File: src/rtl/keypad_scan_driver.sv
// 4-column x 5-row matrix keypad scanner with frame-based debounce and a
// single-entry valid/ack event register that flags dropped presses.
`timescale 1ns/1ps
module keypad_scan_driver #(
    parameter int SCAN_DIV       = 1000,
    parameter int DEBOUNCE_SCANS = 4
) (
    input  logic       clk,
    input  logic       rst_n,
    output logic [3:0] col_drv,
    input  logic [4:0] row_in,
    output logic [4:0] key_code,
    output logic       key_valid,
    input  logic       key_ack,
    output logic       key_down,
    output logic       overrun
);

    localparam logic [15:0] DWELL_LAST = 16'(SCAN_DIV - 1);
    localparam logic [3:0]  DEB        = 4'(DEBOUNCE_SCANS);

    typedef enum logic [1:0] {
        IDLE    = 2'd0,
        CONFIRM = 2'd1,
        HELD    = 2'd2,
        RELEASE = 2'd3
    } state_t;

    logic [4:0]  row_meta_q, row_sync_q;
    logic [15:0] dwell_q;
    logic [1:0]  col_q;
    logic [1:0]  acc_cnt_q;
    logic [4:0]  acc_code_q;
    state_t      state_q, state_d;
    logic [4:0]  cand_q, cand_d;
    logic [3:0]  cnt_q, cnt_d;
    logic [4:0]  key_code_q;
    logic        key_valid_q;
    logic        overrun_q;

    logic        tick;
    logic        frame_eval;
    logic [4:0]  row_low;
    logic [1:0]  row_cnt;
    logic [2:0]  row_idx;
    logic [2:0]  sum;
    logic [1:0]  frame_cnt;
    logic [4:0]  frame_code;
    logic        res_none, res_single;
    logic        press_evt;

    always_ff @(posedge clk or negedge rst_n) begin
        if (!rst_n) begin
            row_meta_q <= '1;
            row_sync_q <= '1;
        end else begin
            row_meta_q <= row_in;
            row_sync_q <= row_meta_q;
        end
    end

    assign tick       = (dwell_q == DWELL_LAST);
    assign frame_eval = tick && (col_q == 2'd3);

    always_ff @(posedge clk or negedge rst_n) begin
        if (!rst_n) begin
            dwell_q <= '0;
            col_q   <= '0;
        end else if (tick) begin
            dwell_q <= '0;
            col_q   <= col_q + 2'd1;
        end else begin
            dwell_q <= dwell_q + 16'd1;
        end
    end

    assign col_drv = ~(4'b0001 << col_q);

    // Low-row count per frame saturates at 2: anything above one is MULTI.
    always_comb begin
        row_low = ~row_sync_q;
        row_cnt = 2'd0;
        row_idx = 3'd0;
        for (int r = 0; r < 5; r++) begin
            if (row_low[r]) begin
                if (row_cnt != 2'd2) row_cnt = row_cnt + 2'd1;
                row_idx = 3'(r);
            end
        end
        sum        = {1'b0, acc_cnt_q} + {1'b0, row_cnt};
        frame_cnt  = (sum > 3'd2) ? 2'd2 : sum[1:0];
        frame_code = (row_cnt == 2'd1) ? {row_idx, col_q} : acc_code_q;
        res_none   = (frame_cnt == 2'd0);
        res_single = (frame_cnt == 2'd1);
    end

    always_ff @(posedge clk or negedge rst_n) begin
        if (!rst_n) begin
            acc_cnt_q  <= '0;
            acc_code_q <= '0;
        end else if (frame_eval) begin
            acc_cnt_q  <= '0;
            acc_code_q <= '0;
        end else if (tick) begin
            acc_cnt_q  <= frame_cnt;
            acc_code_q <= frame_code;
        end
    end

    always_ff @(posedge clk or negedge rst_n) begin
        if (!rst_n) begin
            state_q <= IDLE;
            cand_q  <= '0;
            cnt_q   <= '0;
        end else begin
            state_q <= state_d;
            cand_q  <= cand_d;
            cnt_q   <= cnt_d;
        end
    end

    always_comb begin
        state_d   = state_q;
        cand_d    = cand_q;
        cnt_d     = cnt_q;
        press_evt = 1'b0;
        if (frame_eval) begin
            case (state_q)
                IDLE: begin
                    if (res_single) begin
                        cand_d = frame_code;
                        cnt_d  = 4'd1;
                        if (DEB == 4'd1) begin
                            state_d   = HELD;
                            press_evt = 1'b1;
                        end else begin
                            state_d = CONFIRM;
                        end
                    end
                end
                CONFIRM: begin
                    if (res_single && (frame_code == cand_q)) begin
                        cnt_d = cnt_q + 4'd1;
                        if (cnt_q + 4'd1 == DEB) begin
                            state_d   = HELD;
                            press_evt = 1'b1;
                        end
                    end else begin
                        state_d = IDLE;
                    end
                end
                HELD: begin
                    if (res_none) begin
                        cnt_d   = 4'd1;
                        state_d = (DEB == 4'd1) ? IDLE : RELEASE;
                    end
                end
                RELEASE: begin
                    if (res_none) begin
                        cnt_d = cnt_q + 4'd1;
                        if (cnt_q + 4'd1 == DEB) state_d = IDLE;
                    end else begin
                        state_d = HELD;
                    end
                end
                default: state_d = IDLE;
            endcase
        end
    end

    // A new event may replace the pending one only when it is acked in the same cycle.
    always_ff @(posedge clk or negedge rst_n) begin
        if (!rst_n) begin
            key_code_q  <= '0;
            key_valid_q <= 1'b0;
            overrun_q   <= 1'b0;
        end else if (press_evt) begin
            if (!key_valid_q || key_ack) begin
                key_code_q  <= cand_d;
                key_valid_q <= 1'b1;
            end else begin
                overrun_q <= 1'b1;
            end
        end else if (key_ack) begin
            key_valid_q <= 1'b0;
        end
    end

    assign key_code  = key_code_q;
    assign key_valid = key_valid_q;
    // The key stays down while its release is still being debounced.
    assign key_down  = (state_q == HELD) || (state_q == RELEASE);
    assign overrun   = overrun_q;

endmodule

File: config.mk
export PLATFORM = sky130hd
export DESIGN_NAME = keypad_scan_driver
export DESIGN_NICKNAME = d
export VERILOG_FILES = /design/src/rtl/keypad_scan_driver.sv
export SDC_FILE = /design/constraint.sdc
export NUM_CORES = 1
export LEC_CHECK = 0
export ABC_AREA = 1
export CAP_MARGIN = 0
export CORE_MARGIN = 2
export CORE_UTILIZATION = 45
export DETAILED_ROUTE_END_ITERATION = 16
export PLACE_DENSITY_LB_ADDON = 0.12
export SLEW_MARGIN = 10
export SYNTH_ARGS = -nofsm -noshare
export SYNTH_HDL_FRONTEND = slang
export SYNTH_SLANG_ARGS = --single-unit
File: constraint.sdc
create_clock -name clk -period 11.55 [get_ports clk]
set_clock_uncertainty 0.2 [all_clocks]
set_input_delay 2.31 -clock clk [delete_from_list [all_inputs] [get_ports clk]]
set_output_delay 2.31 -clock clk [all_outputs]
set_load 0.02 [all_outputs]
==> results of run 1 <==
synth_stat cells (8+ instances only):
cell type / number
dfstp_2: 10
ha_1: 12
nand2_2: 10
inv_1: 51
dfrtp_1: 43
o21ai_1: 8
o21ai_0: 8
nand4_1: 8
nand2_1: 74
nor2_1: 24
nand3_1: 24
final timing paths:
path,end,from,cells past startpoint,slack [ns]
max,col_drv[3],col_q[0],3,7.27
min,row_sync_q[1],row_meta_q[1],0,0.16
max reg2reg,key_code[0],row_sync_q[1],23,7.52
min reg2reg,row_sync_q[1],row_meta_q[1],0,0.16
max in group asynchronous,key_code[1],rst_n,2,8.81
min in group asynchronous,dwell_q[12],rst_n,2,1.92
flip-flops by register name, indices dropped and copies added (netlist names):
register / flops
acc_cnt_q: 2
acc_code_q: 5
cand_q: 5
cnt_q: 4
col_q: 2
dwell_q: 16
key_code: 5
key_valid: 1
overrun: 1
row_meta_q: 5
row_sync_q: 5
state_q: 2
routing by layer:
metal / track usage / share of wire / vias to the layer above / wire [um]
met3: 0.0326 / 0.019 / 6 / 96
li1: - / - / 1132 / -
met4: 0.0499 / 0.012 / 0 / 63
met2: 0.273 / 0.48 / 20 / 2450
met1: 0.224 / 0.49 / 1006 / 2540
met5: 0 / 0 / - / 0
area by class of cell:
| type | count | area (sq um) | area share |
|---|---|---|---|
| Clock buffer | 7 | 119 | 0.0363 |
| Inverter | 53 | 199 | 0.0608 |
| Tap cell | 77 | 96.3 | 0.0294 |
| Clock inverter | 1 | 5.00 | 0.00153 |
| Multi-Input combinational cell | 227 | 1320 | 0.404 |
| Sequential cell | 53 | 1340 | 0.409 |
| Timing Repair Buffer | 20 | 193 | 0.0588 |
through the flow:
step	cell area [sq um]	std cells	util	hold slack (ns)
after floorplan	2870	334	-	0.145
after global placement	3150	430	0.505	0.145
after detailed placement	3150	430	0.505	0.147
after CTS	3270	438	0.525	0.161
after global routing	3270	438	0.525	0.166
final	3270	438	0.525	0.160
critical path: cells and delay by family, from the launching register on:
kind	cells	cell delay, ns
adders and majority gates	1	0.21
buffers and inverters	2	0.83
DFF	1	0.43
cell families after synthesis:
group | after synthesis
AO/OA/AOI/OAI | 33
buffers and inverters | 54
flip-flops | 53
adder cells (fa/ha/maj) | 13
XOR/XNOR | 7
AND/OR/NAND/NOR | 174
power groups by stage:
| stage | Clock, mW | Combinational [mW] | Sequential (mW) |
|---|---|---|---|
| after floorplan | 0 | 0.0232 | 0.193 |
| after global placement | 0 | 0.0336 | 0.193 |
| after detailed placement | 0 | 0.0337 | 0.193 |
| after CTS | 0.136 | 0.0339 | 0.190 |
| after global routing | 0.143 | 0.0382 | 0.190 |
| final | 0.130 | 0.0334 | 0.190 |
==> impl_metrics.tcl, run 1 <==
set metrics [dict create \
    outcome "completed" \
    hpwl_mm 3.90 \
    cp.required_ns 9.04 \
    layout-drive-gt1-share 0.141 \
    n_antenna_cell 0 \
    grt.overflow.total 0 \
    syn_area_per_cell_sq_um 8.58 \
    post-route-period-util 0.371 \
    cts-root-buf "clkbuf_8" \
    powerDensity_nw_per_um2 108 \
    die_w_um 83.8 \
    htreeDepth 2 \
    fin_nets 381 \
    fin_setup_tns_ns 0 \
    synth_compound_area_frac 0.0672 \
    setup_viol 0 \
    clk_path_buf_depth 2 \
    drv_cap 0 \
    synth-xor-area-share 0.0214 \
    die_area_sq_um 7020 \
    synth-seq-cells 53 \
    ctsResizeCount 0 \
    setup.worst_path.end_class "output port" \
    async_flop_share 1.00 \
    final_common_cell "nand2_1" \
    drc 0 \
    gp_congestion 0.896 \
    yosys.area_share.simple 0.314 \
    cts_buffers 5 \
    switching_share 0.240 \
    drtPass1Iterations 4 \
    synth_flop_cell "dfrtp_1" \
    cpPeakStageDelay_ns 0.65 \
    synth-edff-count 0 \
    drt-total-wl_mm 5.15 \
    netlist_area_sq_um 2870 \
    vias 2164 \
    grt_setup_unrepaired "false" \
    slew_headroom 0.564 \
    yosys.area_share.adder 0.0594 \
    yosys.area.top_type "dfrtp_1" \
    row_count 29 \
    setup_ws_ns 7.27 \
    holdBufCountCts 0 \
    hold_viol_final 0 \
    antenna_found_initial 0 \
    grt_usage 0.167 \
    start_util 0.459 \
    hp-class "reg -> reg" \
    synth_top_family_by_area "simple AND/OR/NAND/NOR gates" \
    worst_slew_pin_slew_ns 0.655 \
    post-place-ws_ns 7.54 \
    ioPinCount 20 \
    cp_cell_sequence "ha_1 > inv_1 > clkdlybuf4s50_1" \
    power_mw 0.353 \
    synthesis.nets 355 \
    cp_slowest_cell "clkdlybuf4s50_1" \
    arrival_ns 1.77 \
    finalMaxSlewViolations 0 \
    fill_cells 596 \
    vdd_drop_max_v 0.0000561 \
    p_switching_mw 0.0848 \
    placement.io_buffers 19 \
    cts_tree "built" \
    worstSetupStartpointType "flop" \
    power.internal_mw 0.269 \
    syn_inst 334 \
    grt_pass1_vias 2195 \
    min_period_ns 4.28 \
    die_y_um 83.8 \
    drt_iter0_drc 77 \
    area_growth_pct 14.3 \
    crit_type "reg -> out" \
    grt_pass1_wl_mm 9.67 \
    layout_common_cells "74 x nand2_1, 51 x inv_1, 43 x dfrtp_1, 24 x nor2_1, 24 x nand3_1" \
    cts_setup_buffers 0 \
    power.share.clock 0.368 \
    combPwrFrac 0.095 \
    numClockSinks 53 \
    clk_latency_ns 0.31 \
    yosysWarnings 0 \
    seq_power_share 0.537 \
    wire_per_inst_um 11.8 \
    cp_max_fo 5 \
    synth_top_area_share 0.376 \
    ant_nets 0 \
    yosys-top-cells-area "dfrtp_1 38%, nand2_1 9.7%, dfstp_2 9.2%" \
    clock.fmax_mhz 233 \
    clk_pin_slew_worst_paths_ns 0.09 \
    synth.area.mux_share 0 \
    synth-seq-area-share 0.467 \
    core-area_sq_um 6240 \
    viasPerCell 4.94 \
    synth_cell_types 40 \
    grt_max_degree 54 \
    p_leak_nw 1.56 \
]
No activity file was read; power rests on OpenSTA's default activity.
==> run 2, diff against run 1 <==
==> constraint.sdc (replaced) <==
create_clock -name clk -period 3.5 [get_ports clk]
set_clock_uncertainty 0.2 [all_clocks]
set_input_delay 0.7 -clock clk [delete_from_list [all_inputs] [get_ports clk]]
set_output_delay 0.7 -clock clk [all_outputs]
set_load 0.02 [all_outputs]
==> run 2 against run 1 <==
  * Critical path depth grew 21
  * Die area is the same
  * The run now ends with setup timing left
  * Routed wire length rose by 14%
  * Via count grew 5.7%
  * Clock-buffer cell count down 2
  * Power grew to 3.5 times the previous value
  * Sequential power increased to 3.3 times the previous value
  * First-iteration DRC count grew 25%
  * Critical endpoint is now cnt_q[3]
==> impl_metrics.tcl, run 2 (same netlist as run 1, synthesis figures left out) <==
set metrics [dict create \
    outcome "finished, violations left" \
    violations "setup timing" \
    holdBufCountCts 0 \
    grt_max_degree 45 \
    setup_viol 15 \
    post_dp_cell_area_sq_um 3300 \
    hp-class "reg -> reg" \
    drv_cap 0 \
    cp.required_ns 3.51 \
    ioPinCount 20 \
    hold_viol_final 0 \
    vias 2288 \
    worstSetupStartpointType "flop" \
    core-area_sq_um 6240 \
    power_mw 1.22 \
    drtPass1Iterations 4 \
    hpwl_mm 4.16 \
    utilization 0.589 \
    arrival_ns 3.72 \
    slew_headroom 0.369 \
    path_depth 24 \
    clk_pin_slew_worst_paths_ns 0.09 \
    drt_iter0_drc 96 \
    area_growth_pct 28.3 \
    grt_pass1_vias 2221 \
    ant_nets 0 \
    row_count 29 \
    layout-drive-gt1-share 0.307 \
    grt_pass1_wl_mm 10.0 \
    powerDensity_nw_per_um2 332 \
    fin_cells 464 \
    fin_nets 407 \
    drc 0 \
    crit_type "reg -> reg" \
    grt.overflow.total 0 \
    post-route-period-util 1.06 \
    cts_buffers 5 \
    gp_congestion 0.876 \
    cp_slowest_cell "dfstp_2" \
    min_period_ns 3.71 \
    start_util 0.459 \
    largest_reg_flops 16 \
    die_area_sq_um 7020 \
    grt_setup_unrepaired "true" \
    vdd_drop_max_v 0.000196 \
    cts-root-buf "clkbuf_8" \
    worst_slew_pin_slew_ns 0.946 \
    viasPerCell 4.93 \
    post-place-ws_ns -0.224 \
    clk_path_buf_depth 2 \
    layout_common_cells "57 x nand2_1, 46 x inv_1, 43 x dfrtp_1, 26 x buf_4, 24 x nand2_2" \
    setup.worst_path.end_class "flop" \
    drt-total-wl_mm 5.88 \
    cp_max_fo 7 \
    critPathBufInv 5 \
    fin_area_sq_um 3670 \
    cts_tree "built" \
    final_common_cell "nand2_1" \
    antenna_found_initial 0 \
    clock.fmax_mhz 269 \
    hold_path_depth 0 \
    placement.io_buffers 19 \
    wire_per_inst_um 12.7 \
    cp_cell_sequence "inv_2 > ha_4 > nand2_2 > nand2_2 > inv_2 > ha_4 > or2_4 > nand2_4 > ha_4 > nand2_4 > nand2_4 > ha_4 > inv_2 > fa_1 > nand2_2 > buf_4 > nor2_4 > inv_2 > nand3_2 > o311ai_4 > nor2_2 > nand2_4 > nand2_1 > o21ai_1" \
    die_w_um 83.8 \
    setup_ws_ns -0.213 \
    p_leak_nw 1.69 \
    grt_usage 0.176 \
    r2r_cells 24 \
    cpPeakStageDelay_ns 0.57 \
    largest_register "dwell_q" \
    htreeDepth 2 \
    fill_cells 552 \
    die_y_um 83.8 \
    cp_top_family "adder cells" \
    placedCellCount 446 \
    clk_latency_ns 0.31 \
    finalMaxSlewViolations 0 \
    numClockSinks 53 \
    n_antenna_cell 0 \
]
run 2: per-layer routing:
metal | wire [um] | global-route usage | vias up
met5 | 0 | 0 | -
met4 | 99 | 0.0630 | 0
met3 | 148 | 0.0376 | 11
met2 | 3030 | 0.302 | 19
met1 | 2600 | 0.221 | 1068
li1 | - | - | 1190
run 2: timing repair:
item | 4_1_cts | 5_1_grt
gates resized for setup | 10 | 37
pin swaps | 21 | 21
setup endpoints to repair | 15 | 18
gates cloned | 0 | 1
buffers inserted | 5 | 4
run 2: cell type report:
cell class / instances / area (sq um) / share of cell area
well taps: 77 / 96.3 / 0.0262
clock buffers: 5 / 68.8 / 0.0187
multi-input cells: 228 / 1550 / 0.422
inverters: 53 / 199 / 0.0541
flip-flops and latches: 53 / 1340 / 0.364
clock inverters: 3 / 41.3 / 0.0112
repair buffers: 45 / 380 / 0.104
run 2: worst paths after layout:
check | startpoint | endpoint | slack [ns]
worst min-delay path | row_meta_q[3] | row_sync_q[3] | 0.16
worst min register to register | row_meta_q[3] | row_sync_q[3] | 0.16
min in group asynchronous | rst_n | dwell_q[15] | 0.33
worst max-delay path | row_sync_q[0] | cnt_q[3] | -0.21
max in group asynchronous | rst_n | row_meta_q[1] | 2.02
worst max register to register | row_sync_q[0] | cnt_q[3] | -0.21
run 2: power by group:
part | internal [mW] | leakage, nW | switching [mW]
Combinational | 0.0844 | 0.951 | 0.101
Sequential | 0.623 | 0.692 | 0.00477
Clock | 0.211 | 0.0518 | 0.198
Total | 0.918 | 1.69 | 0.304
run 2: metrics by stage:
stage	hold slack (ns)	TNS (ns)
after floorplan	0.145	-0.726
after global placement	0.147	-1.67
after detailed placement	0.147	-2.32
after CTS	0.161	-1.61
after global routing	0.163	-4.85
final	0.159	-2.25
